--- src/rtl/divider32_seq.sv ---
// Iterative 32-bit restoring divider (DIV/DIVU), one quotient bit per clock.
// Define DIVIDER32_SIGNED_EN to honour the Signed input; otherwise every operation is DIVU.
module divider32_seq (
  input  logic        Clk,
  input  logic        Reset_n,
  input  logic        Start,
  input  logic        Signed,
  input  logic [31:0] A,
  input  logic [31:0] B,
  output logic        Busy,
  output logic        Done,
  output logic [31:0] Quotient,
  output logic [31:0] Remainder,
  output logic        DivByZero
);

  typedef enum logic [1:0] {
    IDLE = 2'd0,
    ITER = 2'd1,
    FIX  = 2'd2
  } state_t;

  function automatic logic [31:0] neg32(input logic [31:0] v);
    return ~v + 32'd1;
  endfunction

  state_t      state_r;
  logic [31:0] q_r;
  logic [31:0] rem_r;
  logic [31:0] div_r;
  logic [4:0]  cnt_r;
  logic        zero_r;

  logic [31:0] abs_a_s;
  logic [31:0] abs_b_s;
  logic [32:0] shifted_s;
  logic [32:0] trial_s;
  logic [31:0] q_fix_s;
  logic [31:0] r_fix_s;

`ifdef DIVIDER32_SIGNED_EN
  logic sa_s;
  logic sb_s;
  logic sa_r;
  logic sb_r;

  // Operand signs and magnitudes at the Start edge; signs count only for DIV.
  always_comb begin
    sa_s = 1'b0;
    sb_s = 1'b0;
    if (Signed) begin
      sa_s = A[31];
      sb_s = B[31];
    end else begin
      sa_s = 1'b0;
      sb_s = 1'b0;
    end
    abs_a_s = sa_s ? neg32(A) : A;
    abs_b_s = sb_s ? neg32(B) : B;
  end

  // Post-correction: truncating division, remainder follows the dividend sign.
  always_comb begin
    q_fix_s = (sa_r ^ sb_r) ? neg32(q_r) : q_r;
    r_fix_s = sa_r ? neg32(rem_r) : rem_r;
  end

  // Sign flags captured alongside the operands.
  always_ff @(posedge Clk or negedge Reset_n) begin
    if (!Reset_n) begin
      sa_r <= 1'b0;
      sb_r <= 1'b0;
    end else if (state_r == IDLE && Start) begin
      sa_r <= sa_s;
      sb_r <= sb_s;
    end else begin
      sa_r <= sa_r;
      sb_r <= sb_r;
    end
  end
`else
  logic unused_signed_s;
  assign unused_signed_s = Signed;

  // Unsigned-only build: operands pass through untouched.
  always_comb begin
    abs_a_s = A;
    abs_b_s = B;
    q_fix_s = q_r;
    r_fix_s = rem_r;
  end
`endif

  // One restoring step: shift {rem, q} left and try subtracting the divisor in 33 bits.
  always_comb begin
    shifted_s = {rem_r, q_r[31]};
    trial_s   = shifted_s - {1'b0, div_r};
  end

  // Control FSM with datapath registers and registered outputs.
  always_ff @(posedge Clk or negedge Reset_n) begin
    if (!Reset_n) begin
      state_r   <= IDLE;
      q_r       <= 32'd0;
      rem_r     <= 32'd0;
      div_r     <= 32'd0;
      cnt_r     <= 5'd0;
      zero_r    <= 1'b0;
      Busy      <= 1'b0;
      Done      <= 1'b0;
      Quotient  <= 32'd0;
      Remainder <= 32'd0;
      DivByZero <= 1'b0;
    end else begin
      case (state_r)
        IDLE: begin
          Done <= 1'b0;
          if (Start) begin
            Busy  <= 1'b1;
            q_r   <= abs_a_s;
            div_r <= abs_b_s;
            cnt_r <= 5'd0;
            if (B == 32'd0) begin
              // Raw dividend parked in rem so FIX can return it unmodified.
              zero_r  <= 1'b1;
              rem_r   <= A;
              state_r <= FIX;
            end else begin
              zero_r  <= 1'b0;
              rem_r   <= 32'd0;
              state_r <= ITER;
            end
          end else begin
            state_r <= IDLE;
          end
        end
        ITER: begin
          Done  <= 1'b0;
          rem_r <= trial_s[32] ? shifted_s[31:0] : trial_s[31:0];
          q_r   <= {q_r[30:0], ~trial_s[32]};
          if (cnt_r == 5'd31) begin
            state_r <= FIX;
          end else begin
            cnt_r <= cnt_r + 5'd1;
          end
        end
        FIX: begin
          Busy    <= 1'b0;
          Done    <= 1'b1;
          state_r <= IDLE;
          if (zero_r) begin
            Quotient  <= 32'hFFFF_FFFF;
            Remainder <= rem_r;
            DivByZero <= 1'b1;
          end else begin
            Quotient  <= q_fix_s;
            Remainder <= r_fix_s;
            DivByZero <= 1'b0;
          end
        end
        default: begin
          state_r <= IDLE;
          Busy    <= 1'b0;
          Done    <= 1'b0;
        end
      endcase
    end
  end

endmodule

--- config.mk ---
export PLATFORM = sky130hd
export DESIGN_NAME = divider32_seq
export DESIGN_NICKNAME = d
export VERILOG_FILES = /design/src/rtl/divider32_seq.sv
export SDC_FILE = /design/constraint.sdc
export NUM_CORES = 1
export LEC_CHECK = 0
export CAP_MARGIN = 15
export CORE_MARGIN = 2
export CORE_UTILIZATION = 45
export DETAILED_ROUTE_END_ITERATION = 6
export GPL_TIMING_DRIVEN = 0
export PLACE_DENSITY = 0.68
export SYNTH_ARGS = -nofsm -noshare
export SYNTH_HDL_FRONTEND = slang
export SYNTH_SLANG_ARGS = --single-unit
--- constraint.sdc ---
create_clock -name Clk -period 3.7 [get_ports Clk]
set_clock_uncertainty 0.15 [all_clocks]
set_input_delay 0.925 -clock Clk [delete_from_list [all_inputs] [get_ports Clk]]
set_output_delay 0.925 -clock Clk [all_outputs]
set_load 0.05 [all_outputs]
==> results.toml <==
[clock_tree]
cts-root-buf = "clkbuf_16"
clkSlewWorstSetupHoldPaths_ns = 0.07
postCtsHoldBufs = 0
cts_made_buffers = 17
cts.sinks = 171
clk_path_buf_depth = 2
cts_tree = "built"
clock_latency_ns = 0.43
htreeDepth = 4
cts_resized = 0
post-cts-setup-buffers = 0

[flow_run]
cap_violations = 0

[synth]
synth_seq_cells = 171
synth_cell_type_count = 55
synth_area_per_cell_um2 = 8.89
syn-cell-area_um2 = 8900
ys_warn_count = 0
async_flop_share_pct = 100
synth_top_area_share_pct = 48.1
yosysSeqAreaShare_pct = 48.1
synth_edf_count = 0
synth_area_leaders = "dfrtp_1 (48%), nand2_1 (10%), ha_1 (4.8%)"
synth_ff_type = "dfrtp_1"
yosysMostFrequentCell = "nand2_1"
netlist_instances = 1001
synth.largest_area_cell = "dfrtp_1"
synth_commonest_cells = "nand2_1 (241), dfrtp_1 (171), o21ai_0 (82)"
syn_nets = 1104

[worst_setup_path]
path_cells = "clkdlybuf4s50_1, nor4_1, nand4_1, nor2_1, clkbuf_1, buf_1, nand3_1, a31oi_1"
crit_type = "input port to flip-flop"
cp.buffers_inverters = 3
worst_path_largest_cell_delay_ns = 0.55
rr_worst_depth = 14
required_ns = 3.90
cp.depth = 8
critPathArrivalTime_ns = 3.78
start_kind = "input port"
crit_path_end_kind = "flip-flop"
critical_path.max_fanout = 10
slowest_stage = "nor4_1"
cp_top_family = "simple AND/OR/NAND/NOR gates"

[sta]
tightest_slew_ns = 0.744
period_needed_ns = 3.58
tns_ns = 0
fin_hold_ws_ns = 0.301
slew_violations = 0
fmax_mhz = 279
post-route-period-util_pct = 96.8
grt_setup_unrepaired = "no"
finalHoldViolCount = 0
finalSetupViolations = 0
max_slew_margin_pct = 50.4

[drt]
vias = 7906
postRouteWirelength_um = 26200
drc_errors = 0
first_pass_iters = 5
drtIter0Drc = 685
routedWlPerCell_um = 18.3
postRouteAntennaNets = 0
via_per_inst = 5.52

[die]
dieWidth_um = 145
die_area_um2 = 20900
die_y_um = 145
fp-row-count = 51
io_pins = 135
start_util_pct = 45.7
core_um2 = 19500

[place]
dp_hpwl_um = 19700
gp_congestion = 0.900
placement.io_buffers = 133

[global_route]
grt.total_usage_pct = 25.8
grt_max_degree = 106
globalRouteMet2Util_pct = 39.9
antenna_found_initial = 0
grt_pass1_vias = 7562
met1_usage_pct = 37.5
gr-max-usage-layer = "met2"
grt_pass1_wl_um = 41100
overflow = 0
use_met3_pct = 4.64

[power_and_ir_drop]
p_leak_nw = 5.01
powerDensity_nw_per_um2 = 1080
max-vdd-ir-drop_mv = 0.522

[final_layout]
nFillCells = 1787
diodes = 0
fin_nets = 1258
finish.utilization_pct = 57.5
layout-drive-gt1-share_pct = 4.54
syn2layout_area_growth_pct = 25.7

[run_status]
status = "complete, no violations"

[hold_path]
min_path_type = "input port to async pin"
worst reg2reg max path, delay by kind of cell (launching register included):
family / cells / cell delay [ns]
xor gates and xnor gates: 1 / 0.23
DFF: 1 / 0.39
buffers and inverters: 2 / 0.41
muxes: 1 / 0.18
AOI/OAI and AO/OA: 5 / 0.94
adders and majority gates: 2 / 0.62
and+or+nand+nor: 3 / 0.37
layer usage:
metal  routed length [um]  part of all wire [%]  vias up
met5                    0                     0        -
met4                  447                   1.7        0
met3                 1710                   6.5       32
met2                11900                    45      308
met1                12100                    46     3778
li1                     -                     -     3788
power breakdown:
part | internal [mW] | switching [mW] | total [mW]
Combinational | 2.83 | 4.22 | 7.06
Sequential | 2.62 | 0.605 | 3.22
Clock | 1.01 | 0.794 | 1.80
final cells by class:
cell class | instances | area, um2 | share of cell area, %
clock inverters | 14 | 158 | 1.41
multi-input cells | 728 | 4210 | 37.6
repair buffers | 135 | 1370 | 12.2
plain buffers | 63 | 265 | 2.37
clock buffers | 18 | 429 | 3.84
flip-flops and latches | 171 | 4280 | 38.3
inverters | 39 | 146 | 1.31
well taps | 265 | 332 | 2.96
worst paths after layout:
| kind | from | endpoint | slack (ns) |
|---|---|---|---|
| max | B[9] | r_fix_s[28] | 0.12 |
| min | Reset_n | div_r[12] | 0.30 |
| max reg2reg | q_fix_s[31] | r_fix_s[29] | 0.32 |
| min reg2reg | Remainder[8] | Remainder[8] | 0.32 |
| max in group asynchronous | Reset_n | r_fix_s[29] | 2.22 |
| min in group Clk | Remainder[8] | Remainder[8] | 0.32 |
sequential cells by signal, summed over array words and instances, names as in the netlist:
signal	flops
Busy	1
DivByZero	1
Done	1
Quotient	32
Remainder	32
cnt_r	5
div_r	32
q_fix_s	32
r_fix_s	32
state_r	2
zero_r	1
cell families after synthesis:
logic type,count (synthesis),synth area share [%]
AOI/OAI and AO/OA,269,19.8
xor gates and xnor gates,32,3.23
adders and majority gates,35,5.01
buffers and inverters,102,4.63
DFF,171,48.1
muxes,9,1.03
and+or+nand+nor,383,18.3
placed cells by master (no fill, tap or decap), drive strengths merged, types with 5 or more instances in the layout:
cell type,instances
o21ai,90
and3,11
clkbuf,68
nor2,57
nor4,9
a21oi,60
a221o,17
o211ai,5
a22oi,15
o21a,5
buf,16
dfrtp,171
nand2,242
a21o,19
a31oi,6
nor2b,5
nand3,18
xnor2,16
xor2,16
and2,16
a211oi,11
mux2i,8
ha,34
nor3,7
nand4,10
inv,45
clkdlybuf4s50,132
a221oi,16
o31ai,9
stage by stage:
| stage | total power, mW | area [um2] | worst slack [ns] | cells |
|---|---|---|---|---|
| after detailed placement | 10.2 | 10600 | -0.390 | 1400 |
| after global placement | 10.1 | 10600 | -5.49 | 1399 |
| after global routing | 13.0 | 11200 | 0.0441 | 1433 |
| after CTS | 12.0 | 11200 | 0.0332 | 1432 |
| final | 12.1 | 11200 | 0.119 | 1433 |
| after floorplan | 8.31 | 8900 | 0.868 | 1001 |
(Power assumes the default switching activity.)
